<file path="src/rtl/ray_column_gen.sv">
// Per-frame ray descriptor generator: snapshots the camera on frame_switch and streams
// one ray direction per screen column over a valid/ready interface.
//
// state | meaning
// IDLE  | waiting for frame_switch, no frame in flight
// RUN   | issuing columns 0..SCREEN_WIDTH-1 into the pipeline
// DRAIN | all columns issued, waiting for the last beat to be accepted
module ray_column_gen #(
    parameter int SCREEN_WIDTH = 320,
    parameter int CAM_FRAC     = 16
) (
    input  logic        clk_in,
    input  logic        rst_n_in,
    input  logic        frame_switch,
    input  logic [15:0] posX,
    input  logic [15:0] posY,
    input  logic [15:0] dirX,
    input  logic [15:0] dirY,
    input  logic [15:0] planeX,
    input  logic [15:0] planeY,
    output logic        ray_valid,
    input  logic        ray_ready,
    output logic [9:0]  ray_col,
    output logic [15:0] ray_dirX,
    output logic [15:0] ray_dirY,
    output logic [15:0] ray_posX,
    output logic [15:0] ray_posY,
    output logic        ray_last,
    output logic        busy,
    output logic        frame_done,
    output logic        overrun
);

    localparam int              CAM_STEP    = (2 * (1 << CAM_FRAC) + SCREEN_WIDTH / 2) / SCREEN_WIDTH;
    localparam int              CAM_START_I = -(1 << CAM_FRAC);
    localparam logic [23:0]     CAM_START   = 24'(CAM_START_I);
    localparam logic [23:0]     CAM_INC     = 24'(CAM_STEP);
    localparam logic [9:0]      LAST_COL    = 10'(SCREEN_WIDTH - 1);

    typedef enum logic [1:0] {IDLE, RUN, DRAIN} state_t;

    state_t             state;
    logic [15:0]        pos_x_q, pos_y_q, dir_x_q, dir_y_q;
    logic signed [15:0] plane_x_q, plane_y_q;
    logic [9:0]         col;
    logic signed [23:0] cam_acc;

    logic               s1_valid;
    logic               s1_last;
    logic [9:0]         s1_col;
    logic [15:0]        s1_off_x, s1_off_y;

    logic               stall;
    logic               issue;
    logic signed [39:0] prod_x, prod_y;

    // One global stall: the output register can only move when it is empty or accepted.
    assign stall  = ray_valid && !ray_ready;
    assign issue  = (state == RUN) && !stall;
    assign prod_x = plane_x_q * cam_acc;
    assign prod_y = plane_y_q * cam_acc;

    always_ff @(posedge clk_in or negedge rst_n_in) begin
        if (!rst_n_in) begin
            state      <= IDLE;
            pos_x_q    <= '0;
            pos_y_q    <= '0;
            dir_x_q    <= '0;
            dir_y_q    <= '0;
            plane_x_q  <= '0;
            plane_y_q  <= '0;
            col        <= '0;
            cam_acc    <= '0;
            s1_valid   <= 1'b0;
            s1_last    <= 1'b0;
            s1_col     <= '0;
            s1_off_x   <= '0;
            s1_off_y   <= '0;
            ray_valid  <= 1'b0;
            ray_col    <= '0;
            ray_dirX   <= '0;
            ray_dirY   <= '0;
            ray_posX   <= '0;
            ray_posY   <= '0;
            ray_last   <= 1'b0;
            busy       <= 1'b0;
            frame_done <= 1'b0;
            overrun    <= 1'b0;
        end else begin
            frame_done <= 1'b0;
            if (frame_switch && state != IDLE)
                overrun <= 1'b1;

            case (state)
                IDLE: begin
                    if (frame_switch) begin
                        pos_x_q   <= posX;
                        pos_y_q   <= posY;
                        dir_x_q   <= dirX;
                        dir_y_q   <= dirY;
                        plane_x_q <= planeX;
                        plane_y_q <= planeY;
                        col       <= '0;
                        cam_acc   <= CAM_START;
                        busy      <= 1'b1;
                        state     <= RUN;
                    end
                end
                RUN: begin
                    if (issue) begin
                        col     <= col + 10'd1;
                        cam_acc <= cam_acc + CAM_INC;
                        if (col == LAST_COL)
                            state <= DRAIN;
                    end
                end
                DRAIN: begin
                    if (ray_valid && ray_ready && ray_last) begin
                        frame_done <= 1'b1;
                        busy       <= 1'b0;
                        state      <= IDLE;
                    end
                end
                default: state <= IDLE;
            endcase

            if (!stall) begin
                // Stage 1: plane * cameraX, floor-shifted back to 8.8
                s1_valid <= issue;
                if (issue) begin
                    s1_col   <= col;
                    s1_last  <= (col == LAST_COL);
                    s1_off_x <= 16'(prod_x >>> CAM_FRAC);
                    s1_off_y <= 16'(prod_y >>> CAM_FRAC);
                end
                // Stage 2: add dir with plain 16-bit wrap
                ray_valid <= s1_valid;
                if (s1_valid) begin
                    ray_col  <= s1_col;
                    ray_last <= s1_last;
                    ray_dirX <= dir_x_q + s1_off_x;
                    ray_dirY <= dir_y_q + s1_off_y;
                    ray_posX <= pos_x_q;
                    ray_posY <= pos_y_q;
                end
            end
        end
    end

endmodule
</file>
<file path="config.mk">
export PLATFORM = sky130hd
export DESIGN_NAME = ray_column_gen
export DESIGN_NICKNAME = d
export VERILOG_FILES = /design/src/rtl/ray_column_gen.sv
export SDC_FILE = /design/constraint.sdc
export NUM_CORES = 2
export LEC_CHECK = 0
export ABC_AREA = 1
export BUFFER_PORTS_ARGS = -buffer_cell sky130_fd_sc_hd__buf_2
export CORE_ASPECT_RATIO = 0.5
export CORE_UTILIZATION = 57
export DETAILED_ROUTE_END_ITERATION = 8
export PLACE_DENSITY = 0.75
export SETUP_SLACK_MARGIN = 0.05
export SLEW_MARGIN = 30
export SYNTH_ARGS = -nofsm -noshare
export SYNTH_HDL_FRONTEND = slang
export SYNTH_SLANG_ARGS = --single-unit
</file>
<file path="constraint.sdc">
create_clock -name clk_in -period 8.7 [get_ports clk_in]
set_clock_uncertainty 0.2 [all_clocks]
set_input_delay 0.87 -clock clk_in [delete_from_list [all_inputs] [get_ports clk_in]]
set_output_delay 0.87 -clock clk_in [all_outputs]
set_load 0.01 [all_outputs]
</file>
# Word level (Yosys, flattened, before mapping)
# Cells that the tools add are included.
# totals
regBits	255
word_cells	71
output_inout_bits	79
# classes
n_bitwise	1
reduce_logical	17
n_mul	2
n_addsub	4
eq_ne	7
muxes	16
# ops
operator	n
16-bit by 24-bit multiplier with 32-bit output	2
24-bit two-way mux	2
24-bit one-hot mux with 2 select lines	1
16-bit adder	2
24-bit by 9-bit adder with 24-bit output (second input constant)	1
10-bit two-way mux	2
10-bit one-hot mux with 2 select lines	1
10-bit by 1-bit adder with 10-bit output (second input constant)	1
10-bit by 9-bit == test with 1-bit output (second input constant)	1
2-bit two-way mux	4
2-bit != test (second input constant)	3
2-bit one-hot mux with 3 select lines	1
2-bit AND reduction	3
3-bit AND reduction	2
2-bit nonzero test	3
1-bit logical AND	5
1-bit two-way mux	4
4-bit AND reduction	1
2-bit by 1-bit == test with 1-bit output (second input constant)	1
2-bit == test (second input constant)	1
1-bit zero test	2
2-bit zero test	1
2-bit by 1-bit != test with 1-bit output (second input constant)	1
1-bit one-hot mux with 2 select lines	1
1-bit inverter	1

# Longest topological paths before layout
# depth
ltp_word	6
mapped_depth	29

# Worst setup path after synthesis
# OpenSTA, ideal clock, no wires.
# synth_path
kind	reg2reg
start	register cam_acc[17]
end	register s1_off_y[7]
arrival_ns	5.434
slack_ns	2.948
stages_incl_launch_ff	25
n_path_buf	3
synth_period_minus_slack_ns	5.752
path_cell_list	dfrtp_1 buf_2 clkbuf_1 buf_1 nand2_1 fa_1 inv_1 fa_1 inv_1 fa_1 inv_1 fa_1 fa_1 inv_1 fa_1 inv_1 ha_1 a21oi_1 o21ai_0 o21bai_1 a21oi_1 nand2_1 or2_1 nand3_1 nand2_1
# synth_between
elab_chain_cells	1
# synth_rtl
item	line	rtl
start, declared	46	logic signed [23:0] cam_acc;
start signal, assigned	112	cam_acc <= cam_acc + CAM_INC;
16-bit by 24-bit multiplier with 32-bit output	61	assign prod_y = plane_y_q * cam_acc;
end signal, assigned	134	s1_off_y <= 16'(prod_y >>> CAM_FRAC);
end, declared	51	logic [15:0] s1_off_x, s1_off_y;
# No other way between the ends.
# A chain may end at the register's enable or synchronous reset.

# Worst setup path after layout
# layout_path
start	register cam_acc[8]
end	register s1_off_x[5]
# layout_between
elab_chain_cells	1
# layout_rtl
item	line	rtl
16-bit by 24-bit multiplier with 32-bit output	60	assign prod_x = plane_x_q * cam_acc;
end signal, assigned	133	s1_off_x <= 16'(prod_x >>> CAM_FRAC);
end, declared	51	
# No other way between the ends.

==> flow_metrics.py <==
metrics = {
    "synthesis": {
        "ys_seq_elements": 254,
        "syn_inst": 4590,
        "yosys-top-cells-area": "fa_1 34%, dfrtp_1 18%, nand2_1 16%, inv_1 13%, ha_1 6.8%",
        "yosys.area.top_type_share_pct": 33.8,
        "syn-cell-area_um2": 35100,
        "synth-main-ff-cell": "dfrtp_1",
        "ys_warn_count": 0,
        "yosysUniqueCellTypes": 46,
        "synth_edf_count": 0,
        "async_flop_share_pct": 100,
        "ys_seq_area_share_pct": 18.1,
        "yosysTopAreaCell": "fa_1",
        "syn_avg_cell_area_um2": 7.65,
        "yosys-top-cells-count": "1,486 x nand2_1, 1,175 x inv_1, 592 x fa_1",
        "yosys.cell_count.top_type": "nand2_1",
    },
    "sta": {
        "rsz0062_at_grt": "false",
        "fin_setup_tns_ns": 0,
        "setup_ws_ns": 2.04,
        "fmax_mhz": 150,
        "setup_violations": 0,
        "fin_crit_ns": 6.66,
        "slew_headroom_pct": 32.4,
        "finalCritPeriodShare_pct": 76.5,
        "hold_violations": 0,
        "worstMarginPinSlew_ns": 1.01,
        "maxSlewViolCount": 0,
    },
    "grt": {
        "grt_pass1_wl_um": 157000,
        "antenna_found_initial": 1,
        "grt_use_total_pct": 31.8,
        "grt_max_degree": 145,
        "overflow": 0,
        "grt_pass1_vias": 30200,
    },
    "clock_network": {
        "cts-root-buf": "clkbuf_16",
        "cts_tree": "built",
        "cts_buffers": 26,
        "cts.sinks": 254,
        "clock_latency_ns": 0.59,
        "cts.clk_slew.worst_paths_ns": 0.08,
        "cts-resized-gates": 0,
        "cts_setup_buffers": 0,
        "clock_path_buffers": 3,
        "cts_hold_buffers": 0,
        "htreeDepth": 1,
    },
    "critical_path": {
        "crit_fanout": 18,
        "max_stage_delay_ns": 0.89,
        "start_kind": "register",
        "cpMaxStageDelayCell": "dfrtp_1",
        "cp.arrival_ns": 6.93,
        "worstPathRequired_ns": 8.98,
        "critPathKind": "reg -> reg",
        "cpMostUsedCell": "fa_1",
        "crit_chain": "buf_4, nand2_1, fa_1, inv_1, fa_1, fa_1, fa_1, fa_1, inv_1, fa_1, inv_1, ha_1, a21oi_1, o21ai_0, a21oi_1, nand3_1, or2_2, nand3_1, nand2_1",
        "end_kind": "register",
        "path_delay_family": "adder cells",
        "path_buf_inv": 4,
    },
    "finish": {
        "largest_reg_flops": 23,
        "nets": 5539,
        "antenna-diode-count": 0,
        "multi_input_area_um2": 23600,
        "final_area_um2": 37500,
        "drive_gt1_share_pct": 6.65,
        "area_growth_pct": 6.96,
        "fin_util_pct": 62.5,
        "top_register": "cam_acc",
        "regArea_um2": 6380,
        "n_fill_cell": 5298,
    },
    "route": {
        "drcViolationCount": 0,
        "drt_iter0_drc": 2607,
        "first_pass_iters": 6,
        "wirelength_um": 95600,
        "wl_per_cell_um": 17.4,
        "ant_nets": 0,
        "via_per_inst": 5.30,
        "via_count": 29100,
    },
    "die": {
        "dieArea_um2": 62600,
        "die_h_um": 177,
        "initial_core_util_pct": 58.4,
        "ios": 179,
        "core_area_um2": 60100,
        "die_w_um": 353,
        "placementRows": 63,
    },
    "worst_hold_path": {
        "hp-class": "reg -> reg",
    },
    "placement": {
        "io_buffers": 178,
        "dp_hpwl_um": 74000,
        "dp_slack_ns": 2.07,
        "place_area_um2": 36600,
        "place.gp.congestion": 0.944,
    },
    "job": {
        "max-cap-violations": 0,
    },
    "status": {
        "status": "complete, no violations",
    },
}
-- metrics by stage --
| step | cells | hold slack [ns] |
|---|---|---|
| after floorplan | 4608 | 0.231 |
| after CTS | 5487 | 0.204 |
| after global placement | 5438 | 0.235 |
| final | 5489 | 0.252 |
| after detailed placement | 5439 | 0.239 |
| after global routing | 5489 | 0.274 |
-- final timing paths --
path,from,endpoint,slack (ns),cells after the start
max,cam_acc[8],s1_off_x[5],2.04,19
min,overrun,overrun,0.25,1
max reg2reg,cam_acc[8],s1_off_x[5],2.04,19
min reg2reg,overrun,overrun,0.25,1
max in group asynchronous,rst_n_in,plane_y_q[7],6.09,4
min in group asynchronous,rst_n_in,s1_off_x[7],0.57,2
-- cell usage in the layout, fill, tap and decap left out, types with 3 or more instances in the layout --
cell type  netlist  layout
nor3_1          32      32
and3_1           3       3
nor2_8           3       3
inv_2            7       6
nand2_1       1486    1486
or2_2            8       8
nand3b_1         7       7
ha_1           190     190
or2_1            8       8
dfrtp_2          0      16
inv_8            0       3
clkbuf_1       133       6
nor2_4           3       4
a21oi_1        123     123
inv_1         1175    1175
clkbuf_16        0      26
clkbuf_8         0       3
o21ai_0        109     109
buf_4            2      35
nand3_1        132     132
clkinv_2         0       4
o31ai_1          6       6
nor2_1         124     123
nand4_1         32      32
conb_1           2      20
xnor2_1         13      13
a31oi_1         10      10
a21o_1          11      11
nor3_2           5       5
buf_2           38     177
xor2_1          14      14
o21ai_1         12      12
fa_1           592     592
dfrtp_1        254     238
nand2_2          4       4
o21bai_1        12      12
-- worst reg2reg max path, cell delays in order, from the launching register on --
cell     delay, ns
dfrtp_1       0.89
buf_4         0.42
nand2_1       0.15
fa_1          0.58
inv_1         0.06
fa_1          0.48
fa_1          0.47
fa_1          0.49
fa_1          0.49
inv_1         0.05
fa_1          0.52
inv_1         0.05
ha_1          0.36
a21oi_1       0.27
o21ai_0       0.25
a21oi_1       0.24
nand3_1       0.15
or2_2         0.29
nand3_1       0.07
nand2_1       0.06
-- cell type report --
class	count	area share, %
Multi-Input combinational cell	2975	62.8
Sequential cell	254	17.0
Clock buffer	35	1.90
Inverter	1183	11.9
Clock inverter	13	0.413
Timing Repair Buffer	217	3.33
Tap cell	812	2.71
-- cells by family (layout without fill, tap and decap cells) --
group / after synthesis / after routing / share of synthesized area (%)
flops: 254 / 254 / 18.1
other cells: 2 / 20 / 0.0214
buf+inv: 1379 / 1448 / 14.9
compound gates: 294 / 294 / 4.52
xor+xnor: 27 / 27 / 0.674
simple gates: 1852 / 1852 / 21.2
fa+ha+maj: 782 / 782 / 40.5
-- metal layers --
layer  track usage (%)  vias to the layer above  wire length, um
li1                  -                    13300                -
met4              8.24                        2             2630
met1              43.3                    14300            39500
met3              6.30                      215             9140
met5                 0                        -               13
met2              52.4                     1286            44300
Power is left out: the tool's default activity adds up to more than one toggle a clock period on the data nets, which glitch-free logic cannot reach.
